## config.mk

```make
export PLATFORM = sky130hd
export DESIGN_NAME = sd_card_data_phy
export DESIGN_NICKNAME = d
export VERILOG_FILES = /design/src/rtl/sd_card_data_phy.sv
export SDC_FILE = /design/constraint.sdc
export NUM_CORES = 1
export LEC_CHECK = 0
export ABC_AREA = 1
export CAP_MARGIN = 30
export CORE_MARGIN = 5
export CORE_UTILIZATION = 53
export CTS_CLUSTER_SIZE = 28
export DETAILED_ROUTE_END_ITERATION = 10
export MAX_ROUTING_LAYER = met4
export PLACE_DENSITY = 0.76
export SYNTH_ARGS = -nofsm -noshare
export SYNTH_HDL_FRONTEND = slang
export SYNTH_SLANG_ARGS = --single-unit
```

## constraint.sdc

```tcl
create_clock -name CLK -period 4.35 [get_ports CLK]
set_input_delay 0.87 -clock CLK [delete_from_list [all_inputs] [get_ports CLK]]
set_output_delay 0.87 -clock CLK [all_outputs]
set_load 0.02 [all_outputs]
```

## src/rtl/sd_card_data_phy.sv

```systemverilog
`default_nettype none
// sd_card_data_phy: card-side DAT0 engine (write-block receive with CRC token/busy, read-block transmit).
// Define SD_CARD_CRC_EN to generate/check CRC16; otherwise the CRC field is sent as zero and ignored on receive.
module sd_card_data_phy #(
  parameter int BLOCK_LEN   = 512,
  parameter int BUSY_CYCLES = 8
) (
  input  logic       CLK,
  input  logic       RESET,
  input  logic       DAT_IN,
  output logic       DAT_OUT,
  output logic       DAT_OE,
  input  logic       RX_START,
  input  logic       TX_START,
  input  logic [7:0] TX_DATA,
  output logic       TX_RD,
  output logic [7:0] RX_DATA,
  output logic       RX_VALID,
  output logic       RX_CRC_OK,
  output logic       DONE,
  output logic       BUSY
);

  localparam int BYTE_W  = $clog2(BLOCK_LEN + 1);
  localparam int AUX_MAX = (BUSY_CYCLES > 16) ? BUSY_CYCLES : 16;
  localparam int AUX_W   = $clog2(AUX_MAX + 1);
  localparam logic [BYTE_W-1:0] LAST_BYTE = BYTE_W'(BLOCK_LEN - 1);
  localparam logic [AUX_W-1:0]  CRC_LAST  = AUX_W'(15);
  localparam logic [AUX_W-1:0]  TURN_LAST = AUX_W'(1);
  localparam logic [AUX_W-1:0]  TOK_LAST  = AUX_W'(4);
  localparam logic [AUX_W-1:0]  BUSY_LAST = AUX_W'(BUSY_CYCLES - 1);

  typedef enum logic [3:0] {
    S_IDLE,
    S_RX_WAIT,
    S_RX_DATA,
    S_RX_CRC,
    S_RX_END,
    S_TURN,
    S_TOKEN,
    S_WBUSY,
    S_TX_SB,
    S_TX_DATA,
    S_TX_CRC,
    S_TX_EB
  } state_t;

  state_t            state, state_nxt;
  logic [2:0]        bit_cnt;
  logic [BYTE_W-1:0] byte_cnt;
  logic [AUX_W-1:0]  aux_cnt;
  logic [7:0]        tx_shift;
  logic [6:0]        rx_shift;
  logic [7:0]        rx_data_q;
  logic              rx_valid_q;
  logic              rx_crc_ok_q;
  logic              done_q;
  logic              dat_out_c;
  logic              dat_oe_c;
  logic              tx_rd_c;
  logic              token_bit;
  logic              crc_msb;
  logic              crc_match;
  logic [2:0]        status;

`ifdef SD_CARD_CRC_EN
  logic [15:0] crc;
  logic [15:0] rx_crc;

  function automatic logic [15:0] crc_step(input logic [15:0] c, input logic b);
    logic fb;
    fb = b ^ c[15];
    return {c[14:0], 1'b0} ^ (fb ? 16'h1021 : 16'h0000);
  endfunction

  // One LFSR serves both directions; it is cleared while waiting for a block to begin.
  always_ff @(posedge CLK) begin
    if (RESET) begin
      crc    <= '0;
      rx_crc <= '0;
    end else begin
      case (state)
        S_RX_WAIT, S_TX_SB: crc    <= '0;
        S_RX_DATA:          crc    <= crc_step(crc, DAT_IN);
        S_RX_CRC:           rx_crc <= {rx_crc[14:0], DAT_IN};
        S_TX_DATA:          crc    <= crc_step(crc, tx_shift[7]);
        S_TX_CRC:           crc    <= {crc[14:0], 1'b0};
        default: ;
      endcase
    end
  end

  assign crc_msb   = crc[15];
  assign crc_match = (rx_crc == crc);
`else
  assign crc_msb   = 1'b0;
  assign crc_match = 1'b1;
`endif

  assign status = rx_crc_ok_q ? 3'b010 : 3'b101;

  always_comb begin
    token_bit = 1'b1;
    if (aux_cnt == '0)                token_bit = 1'b0;
    else if (aux_cnt == AUX_W'(1))    token_bit = status[2];
    else if (aux_cnt == AUX_W'(2))    token_bit = status[1];
    else if (aux_cnt == AUX_W'(3))    token_bit = status[0];
  end

  always_ff @(posedge CLK) begin
    if (RESET) state <= S_IDLE;
    else       state <= state_nxt;
  end

  always_comb begin
    state_nxt = state;
    dat_oe_c  = 1'b0;
    dat_out_c = 1'b1;
    tx_rd_c   = 1'b0;
    case (state)
      S_IDLE: begin
        if (TX_START)      state_nxt = S_TX_SB;
        else if (RX_START) state_nxt = S_RX_WAIT;
      end
      S_RX_WAIT: if (!DAT_IN) state_nxt = S_RX_DATA;
      S_RX_DATA: if (bit_cnt == 3'd7 && byte_cnt == LAST_BYTE) state_nxt = S_RX_CRC;
      S_RX_CRC:  if (aux_cnt == CRC_LAST) state_nxt = S_RX_END;
      S_RX_END:  state_nxt = S_TURN;
      S_TURN:    if (aux_cnt == TURN_LAST) state_nxt = S_TOKEN;
      S_TOKEN: begin
        dat_oe_c  = 1'b1;
        dat_out_c = token_bit;
        if (aux_cnt == TOK_LAST) state_nxt = S_WBUSY;
      end
      S_WBUSY: begin
        dat_oe_c  = 1'b1;
        dat_out_c = 1'b0;
        if (aux_cnt == BUSY_LAST) state_nxt = S_IDLE;
      end
      S_TX_SB: begin
        dat_oe_c  = 1'b1;
        dat_out_c = 1'b0;
        tx_rd_c   = 1'b1;
        state_nxt = S_TX_DATA;
      end
      S_TX_DATA: begin
        dat_oe_c  = 1'b1;
        dat_out_c = tx_shift[7];
        if (bit_cnt == 3'd7) begin
          if (byte_cnt == LAST_BYTE) state_nxt = S_TX_CRC;
          else                       tx_rd_c   = 1'b1;
        end
      end
      S_TX_CRC: begin
        dat_oe_c  = 1'b1;
        dat_out_c = crc_msb;
        if (aux_cnt == CRC_LAST) state_nxt = S_TX_EB;
      end
      S_TX_EB: begin
        dat_oe_c  = 1'b1;
        dat_out_c = 1'b1;
        state_nxt = S_IDLE;
      end
      default: state_nxt = S_IDLE;
    endcase
  end

  // aux_cnt restarts on every state change and times the CRC, turnaround, token and busy phases.
  always_ff @(posedge CLK) begin
    if (RESET) begin
      bit_cnt     <= '0;
      byte_cnt    <= '0;
      aux_cnt     <= '0;
      tx_shift    <= '0;
      rx_shift    <= '0;
      rx_data_q   <= '0;
      rx_valid_q  <= 1'b0;
      rx_crc_ok_q <= 1'b0;
      done_q      <= 1'b0;
    end else begin
      rx_valid_q <= 1'b0;
      done_q     <= (state != S_IDLE) && (state_nxt == S_IDLE);
      aux_cnt    <= (state_nxt != state) ? '0 : aux_cnt + AUX_W'(1);
      case (state)
        S_IDLE: if (RX_START && !TX_START) rx_crc_ok_q <= 1'b0;
        S_RX_WAIT: begin
          bit_cnt  <= '0;
          byte_cnt <= '0;
        end
        S_RX_DATA: begin
          rx_shift <= {rx_shift[5:0], DAT_IN};
          bit_cnt  <= bit_cnt + 3'd1;
          if (bit_cnt == 3'd7) begin
            rx_data_q  <= {rx_shift, DAT_IN};
            rx_valid_q <= 1'b1;
            byte_cnt   <= byte_cnt + BYTE_W'(1);
          end
        end
        S_RX_END: rx_crc_ok_q <= crc_match & DAT_IN;
        S_TX_SB: begin
          bit_cnt  <= '0;
          byte_cnt <= '0;
          tx_shift <= TX_DATA;
        end
        S_TX_DATA: begin
          bit_cnt <= bit_cnt + 3'd1;
          if (bit_cnt == 3'd7) begin
            byte_cnt <= byte_cnt + BYTE_W'(1);
            if (tx_rd_c) tx_shift <= TX_DATA;
          end else begin
            tx_shift <= {tx_shift[6:0], 1'b0};
          end
        end
        default: ;
      endcase
    end
  end

  assign DAT_OUT   = dat_out_c;
  assign DAT_OE    = dat_oe_c;
  assign TX_RD     = tx_rd_c;
  assign RX_DATA   = rx_data_q;
  assign RX_VALID  = rx_valid_q;
  assign RX_CRC_OK = rx_crc_ok_q;
  assign DONE      = done_q;
  assign BUSY      = (state != S_IDLE);

endmodule
`default_nettype wire

```

# [After elaboration in Yosys (flattened, before gate mapping)]
# Cells that the tools add are included.
[op_classes] n_addsub=3 mul=0 div=0 order_cmp=0 eq_ne=23 shift=0 n_mux=31 bitwise_logic=1 n_reduce_logical=21
[ops] cell="two-way mux 4 bit" count=11
[ops] cell="one-hot mux 4 bit (11 select lines)" count=1
[ops] cell="one-hot mux 10 bit (2 select lines)" count=1
[ops] cell="== test 4 x 3 -> 1 bit, second input constant" count=4
[ops] cell="== test 4 bit, second input constant" count=4
[ops] cell="two-way mux 8 bit" count=2
[ops] cell="one-hot mux 8 bit (2 select lines)" count=1
[ops] cell="adder 10 x 1 -> 10 bit, second input constant" count=1
[ops] cell="== test 10 x 9 -> 1 bit, second input constant" count=1
[ops] cell="== test 5 x 2 -> 1 bit, second input constant" count=2
[ops] cell="== test 5 x 3 -> 1 bit, second input constant" count=2
[ops] cell="two-way mux 10 bit" count=1
[ops] cell="two-way mux 1 bit" count=9
[ops] cell="== test 4 x 2 -> 1 bit, second input constant" count=2
[ops] cell="logical NOT 4 bit" count=2
[ops] cell="AND reduction 2 bit" count=4
[ops] cell="OR reduction 2 bit" count=4
[ops] cell="one-hot mux 3 bit (2 select lines)" count=1
[ops] cell="nonzero test 2 bit" count=3
[ops] cell="OR reduction 6 bit" count=1
[ops] cell="adder 5 x 1 -> 5 bit, second input constant" count=1
[ops] cell="== test 5 x 1 -> 1 bit, second input constant" count=1
[ops] cell="== test 5 x 4 -> 1 bit, second input constant" count=1
[ops] cell="logical NOT 5 bit" count=1
[ops] cell="15 further kinds" count=18
[totals] ff_bits=48 latch_bits=0 ramBits=0 rom_bits=0 inputBits=13 output_inout_bits=15 word_cells=89 mem_count=0

# [Depth between registers and ports, before layout]
# Gate-level depths: netlist of run 1.
[logic_depth] depth_word=7 mapped_depth=12

# [Worst setup path after synthesis of run 1]
# No wires, ideal clock.
[synth_timing] path_type="register -> output" start="register aux_cnt[0]" end="output port DAT_OUT" arrival_time_ns=1.298 t_required_ns=3.480 setup_slack_ns=2.182 stages_incl_launch_ff=9 n_path_buf=0 cell_sequence="dfxtp_1 -> inv_1 -> ha_1 -> inv_1 -> o21ai_0 -> a21oi_1 -> nor3_1 -> o31ai_1 -> nand3_1"
[synth_between] elab_chain_cells=6 elab_cells_between_ends=9 cone_classes="eq/ne (3); mux (5); reduce/logical (1)"
[synth_rtl] element="start: declaration" line_no="51" source="logic [AUX_W-1:0] aux_cnt;"
[synth_rtl] element="start signal: assignment" line_no="183" source="aux_cnt <= (state_nxt != state) ? '0 : aux_cnt + AUX_W'(1);"
[synth_rtl] element="== test 5 x 2 -> 1 bit" line_no="107" source="else if (aux_cnt == AUX_W'(3)) token_bit = status[0];"
[synth_rtl] element="two-way mux 1 bit" line_no="107"
[synth_rtl] element="two-way mux 1 bit" line_no="106" source="else if (aux_cnt == AUX_W'(2)) token_bit = status[1];"
[synth_rtl] element="two-way mux 1 bit" line_no="105" source="else if (aux_cnt == AUX_W'(1)) token_bit = status[2];"
[synth_rtl] element="two-way mux 1 bit (*)" line_no="104" source="if (aux_cnt == '0) token_bit = 1'b0;"
[synth_rtl] element="one-hot mux 1 bit (3 select lines) (*)" line_no="120" source="case (state)"
[synth_rtl] element="end: declaration" line_no="11" source="output logic DAT_OUT,"
# Every way passes the cells marked *; elsewhere a longest branch is shown, timed or not.

# [Worst setup path after layout of run 1]
# Ends and elaborated chain as after synthesis.

==> results.sh, run 1 <==
export IMPL_path_clk_slew_ns=0.09
export IMPL_p_comb_frac=0.259
export IMPL_worst_pin_slew_ns=0.764
export IMPL_intPower_uw=753
export IMPL_finalHoldViolations=0
export IMPL_p_leak_uw=0.00126
export IMPL_finalNetCount=408
export IMPL_via_per_inst=5.22
export IMPL_io_pins=28
export IMPL_switching_share=0.330
export IMPL_multi_input_area_mm2=0.00129
export IMPL_min_from="bit_cnt[1]"
export IMPL_grt_pass1_vias=2028
export IMPL_drtAntennaViolNets=0
export IMPL_holdPathStages=2
export IMPL_place_gp_congestion=0.963
export IMPL_drtPass1Iterations=4
export IMPL_core_mm2=0.00441
export IMPL_nFillCells=428
export IMPL_grt_max_degree=30
export IMPL_yosysWarnings=0
export IMPL_numCtsBuffers=5
export IMPL_seq_area_frac_synth=0.395
export IMPL_hold_end="bit_cnt[1]"
export IMPL_dp_cells=432
export IMPL_maxCapViolCount=0
export IMPL_die_y_um=77.7
export IMPL_root_buffer="clkbuf_8"
export IMPL_rr_startpoint="bit_cnt[0]"
export IMPL_final_cell_mix="nand2_1, nor2_1, dfxtp_1"
export IMPL_r2r_end="aux_cnt[4]"
export IMPL_post_place_ws_ns=1.54
export IMPL_final_common_cell="nand2_1"
export IMPL_hold_slack_ns=0.474
export IMPL_antenna_found_initial=0
export IMPL_synth_area_mm2=0.00243
export IMPL_period_needed_ns=3.03
export IMPL_vias=2296
export IMPL_period_share=0.696
export IMPL_cts_hold_buffers=0
export IMPL_drive_above_1_share=0.0670
export IMPL_grt_overflow=0
export IMPL_hp_class="reg -> reg"
export IMPL_grt_setup_unrepaired="false"
export IMPL_worst_ep_required_time_ns=3.48
export IMPL_peakVddDrop_v=0.000210
export IMPL_htreeDepth=2
export IMPL_die_w_um=77.7
export IMPL_setup_viol=0
export IMPL_worst_slack_ns=1.32
export IMPL_clockPowerShare=0.289
export IMPL_drt_first_iter_violations=205
export IMPL_tns_ns=0
export IMPL_clock_latency_ns=0.30
export IMPL_register_area_um2=961
export IMPL_max_freq_ghz=0.330
export IMPL_cp_arrival_ns=2.16
export IMPL_status="completed"
export IMPL_diodes=0
export IMPL_end_kind="output pin"
export IMPL_numClockSinks=48
export IMPL_cp_start_kind="flip-flop"
export IMPL_wl_per_cell_um=12.0
export IMPL_fin_skew_ns=0.00994
export IMPL_r2r_cells=10
export IMPL_area_growth_pct=17.4
export IMPL_layout_cells_non_filler=440
export IMPL_rows=24
export IMPL_drv_slew=0
export IMPL_ys_ff_latch=48
export IMPL_p_sw_uw=371
export IMPL_die_area_mm2=0.00604
export IMPL_syn_area_per_cell_um2=6.79
export IMPL_syn_num_nets=379
export IMPL_cts_resized=0
export IMPL_cts_tree="built"
export IMPL_rrSetupSlack_ns=2.31
export IMPL_dp_hpwl_um=3970
export IMPL_power_density_mw_per_mm2=393
export IMPL_numPortBuffers=27
export IMPL_worstSetupPathType="reg -> out"
export IMPL_drc=0
export IMPL_track_usage=0.183
export IMPL_routed_wl_um=5280
export IMPL_slew_headroom=0.490
export IMPL_crit_fanout=5
export IMPL_pwr_share_seq=0.451
export IMPL_cts_setup_buffers=0
export IMPL_synth_distinct_cells=30
export IMPL_power_total_uw=1120
export IMPL_clk_path_buf_depth=2
export IMPL_initial_core_util=0.551
export IMPL_synthCells=358
export IMPL_grt_pass1_wl_um=8970
==> flip-flops by register name (all words and copies together) (netlist names) <==
| register | count |
|---|---|
| RX_CRC_OK | 1 |
| bit_cnt | 3 |
| rx_shift | 7 |
| RX_VALID | 1 |
| state | 4 |
| tx_shift | 8 |
| aux_cnt | 5 |
| RX_DATA | 8 |
| DONE | 1 |
| byte_cnt | 10 |
==> cell usage after synthesis <==
cell,count,area (µm²)
nand2_2,4,25.0
nand4_1,4,25.0
dfxtp_1,48,961
nand3_2,1,10.0
nor3_1,11,55.1
nor3_2,1,10.0
nor2_4,1,11.3
a31oi_1,9,56.3
nor2_2,3,18.8
inv_1,36,135
a21oi_1,16,80.1
ha_1,8,100
a211oi_1,1,7.51
nor2_1,71,267
o211a_1,1,10.0
clkinv_2,1,5.00
xor2_1,1,8.76
o21ai_0,30,150
o21a_1,1,7.51
inv_2,3,11.3
nand3b_1,2,15.0
clkbuf_1,4,15.0
buf_6,1,11.3
o21bai_1,2,15.0
o31ai_1,1,7.51
nand3_1,15,75.1
nand2_1,76,285
nand2_4,3,33.8
a21oi_2,1,8.76
o21ai_1,2,10.0
==> worst max-delay path, stage by stage, from the launching register on <==
cell and delay (ns):
dfxtp_1 0.42, inv_1 0.09, ha_1 0.20, inv_1 0.06
o21ai_0 0.07, a21oi_1 0.12, nor3_1 0.06, o31ai_1 0.21
nand3_1 0.09, clkdlybuf4s50_1 0.54
==> power groups by stage <==
stage	clock network (µW)	logic, µW	registers [µW]
after floorplan	0	214	513
after global placement	0	287	516
after detailed placement	0	288	516
after CTS	333	290	507
after global routing	353	324	513
final	325	292	507
==> how the worst max path moves through the flow <==
stage                     cells after the start         end  slack [ns]  startpoint
after floorplan                               8     DAT_OUT        2.18  aux_cnt[0]
after global placement                        6  aux_cnt[0]        1.53       RESET
after detailed placement                      6  aux_cnt[0]        1.54       RESET
after CTS                                     9     DAT_OUT        1.28  aux_cnt[0]
after global routing                          9     DAT_OUT        1.13  aux_cnt[0]
final                                         9     DAT_OUT        1.32  aux_cnt[0]
==> layout make-up <==
class / instances / area share
multi-input combinational: 265 / 0.453
clock buffer: 5 / 0.0241
clock inverter: 3 / 0.0162
timing repair buffer: 27 / 0.0947
sequential: 48 / 0.337
inverter: 40 / 0.0530
tap: 52 / 0.0228
==> through the flow <==
step	cell area, µm²	util
after floorplan	2430	-
after global placement	2740	0.621
after detailed placement	2740	0.621
after CTS	2860	0.647
after global routing	2860	0.647
final	2860	0.647
==> logic make-up after synthesis <==
| family | after synthesis | share of synthesized area |
|---|---|---|
| xor gates and xnor gates | 1 | 0.00360 |
| and+or+nand+nor | 192 | 0.342 |
| DFF | 48 | 0.395 |
| AOI/OAI and AO/OA | 64 | 0.145 |
| buffers and inverters | 45 | 0.0731 |
| adders and majority gates | 8 | 0.0412 |
==> layer usage <==
layer / up-vias / wire (µm) / GRT usage
li1: 1214 / - / -
met1: 1033 / 2570 / 0.244
met2: 42 / 2420 / 0.274
met3: 7 / 217 / 0.0405
met4: 0 / 72 / 0.0636
met5: - / 0 / -
(Power assumes the default switching activity.)
==> run 2: changes to the inputs <==
==> constraint.sdc (replaced) <==
create_clock -name CLK -period 2.81 [get_ports CLK]
set_input_delay 0.562 -clock CLK [delete_from_list [all_inputs] [get_ports CLK]]
set_output_delay 0.562 -clock CLK [all_outputs]
set_load 0.02 [all_outputs]
==> run 2 against run 1 <==
Net effect:
- utilization increased by 1.1 points
- global-route usage rose by 0.67 points
- largest power group unchanged
- die area did not move
- critical path depth shrank 2
- highest routed layer unchanged
- non-clock buffer count rose by 4
- cell count is 0.68% higher
- clock power rose by 76%
- first-iteration DRC count decreased by 26%
- critical endpoint is now TX_RD
- worst setup slack lost 1.1 ns
- largest cell class unchanged
- register-to-register slack worse by 1.5 ns
- sequential cell count is the same
==> results.sh, run 2 (synthesis gave the netlist of run 1 again) <==
export IMPL_end_kind="output pin"
export IMPL_clk_path_buf_depth=2
export IMPL_final_common_cell="nand2_1"
export IMPL_die_y_um=77.7
export IMPL_via_per_inst=5.21
export IMPL_drive_above_1_share=0.0767
export IMPL_root_buffer="clkbuf_8"
export IMPL_grt_overflow=0
export IMPL_path_clk_slew_ns=0.09
export IMPL_utilization=0.658
export IMPL_setup_viol=0
export IMPL_drc=0
export IMPL_htreeDepth=2
export IMPL_period_needed_ns=2.58
export IMPL_vias=2307
export IMPL_numCtsBuffers=5
export IMPL_dp_cells=436
export IMPL_drv_slew=0
export IMPL_rows=24
export IMPL_antenna_found_initial=0
export IMPL_cp_arrival_ns=2.02
export IMPL_cts_tree="built"
export IMPL_p_comb_frac=0.255
export IMPL_wl_per_cell_um=12.2
export IMPL_max_freq_ghz=0.387
export IMPL_clock_latency_ns=0.30
export IMPL_nFillCells=396
export IMPL_final_cell_mix="nand2_1, nor2_1, dfxtp_1"
export IMPL_crit_fanout=6
export IMPL_peakVddDrop_v=0.000466
export IMPL_p_leak_uw=0.00129
export IMPL_cp_top_family="buffers and inverters"
export IMPL_diodes=0
export IMPL_initial_core_util=0.551
export IMPL_core_mm2=0.00441
export IMPL_finalHoldViolations=0
export IMPL_hp_class="reg -> reg"
export IMPL_largest_register_ffs=10
export IMPL_routed_wl_um=5420
export IMPL_layout_cells_non_filler=443
export IMPL_numClockSinks=48
export IMPL_worstSetupPathType="reg -> out"
export IMPL_drtAntennaViolNets=0
export IMPL_finalNetCount=412
export IMPL_drt_first_iter_violations=151
export IMPL_track_usage=0.190
export IMPL_numPortBuffers=27
export IMPL_power_density_mw_per_mm2=627
export IMPL_dp_hpwl_um=4040
export IMPL_cp_common_cell="nand2_1"
export IMPL_worst_ep_required_time_ns=2.25
export IMPL_pwr_share_seq=0.430
export IMPL_cpMaxStageDelayCell="clkdlybuf4s50_1"
export IMPL_p_sw_uw=565
export IMPL_grt_pass1_wl_um=9380
export IMPL_die_area_mm2=0.00604
export IMPL_grt_pass1_vias=2144
export IMPL_area_growth_pct=19.5
export IMPL_cp_start_kind="flip-flop"
export IMPL_slew_headroom=0.679
export IMPL_status="completed"
export IMPL_tns_ns=0
export IMPL_cts_hold_buffers=0
export IMPL_intPower_uw=1260
export IMPL_die_w_um=77.7
export IMPL_place_gp_congestion=0.893
export IMPL_grt_max_degree=21
export IMPL_top_register="byte_cnt"
export IMPL_cpPeakStageDelay_ns=0.60
export IMPL_io_pins=28
export IMPL_crit_chain="inv_1 -> nor2_1 -> nand2_1 -> nor2_1 -> nand2_1 -> nand2_1 -> clkdlybuf4s50_1"
export IMPL_critPathBufInv=2
export IMPL_fin_skew_ns=0.0105
export IMPL_grt_setup_unrepaired="false"
export IMPL_switching_share=0.310
export IMPL_period_share=0.919
export IMPL_maxCapViolCount=0
export IMPL_worst_pin_slew_ns=0.480
export IMPL_drtPass1Iterations=4
export IMPL_clockPowerShare=0.315
## run 2: cell count changes in the layout (fill, tap and decap cells not counted), sizes merged
| cell | previous run | this run |
|---|---|---|
| dlymetal6s2s | 0 | 1 |
| clkinvlp | 1 | 0 |
| buf | 0 | 4 |
| bufinv | 1 | 2 |
| inv | 40 | 39 |
| clkdlybuf4s50 | 27 | 26 |
## run 2: power by group through the flow
stage / clock [µW] / combinational, µW / sequential (µW)
after floorplan: 0 / 331 / 794
after global placement: 0 / 458 / 797
after detailed placement: 0 / 460 / 799
after CTS: 586 / 463 / 783
after global routing: 616 / 518 / 794
final: 573 / 464 / 783
## run 2: per-layer routing
| metal | GRT usage | wire [µm] |
|---|---|---|
| met5 | - | 0 |
| met4 | 0.0619 | 64 |
| met3 | 0.0428 | 272 |
| met2 | 0.294 | 2490 |
| met1 | 0.245 | 2590 |
## run 2: layout make-up
cell class	count	area, µm²	area share
clock inverters	2	60.1	0.0207
well taps	52	65.1	0.0224
inverters	40	151	0.0521
clock buffers	5	68.8	0.0237
multi-input cells	265	1290	0.446
repair buffers	31	303	0.104
flip-flops and latches	48	961	0.331
## run 2: worst paths after layout
path,from,end,slack [ns],cells after the start
setup / recovery,state[0],TX_RD,0.23,7
hold reg to reg,bit_cnt[0],bit_cnt[0],0.46,1
hold / removal,bit_cnt[0],bit_cnt[0],0.46,1
setup reg to reg,aux_cnt[0],aux_cnt[4],0.82,11
## run 2: timing repair
action	4_1_cts	5_1_grt
hold endpoints to repair	0	0
buffers inserted	0	0
endpoints found under the setup margin	0	2
resized for setup	0	2
## run 2: stage by stage
stage	setup slack [ns]	power, µW	hold WS, ns	instance area [µm²]
after global placement	0.441	1260	0.444	2770
final	0.229	1820	0.462	2900
after detailed placement	0.397	1260	0.451	2770
after CTS	0.0641	1830	0.463	2900
after global routing	0.0581	1930	0.479	2900
after floorplan	0.950	1120	0.433	2430
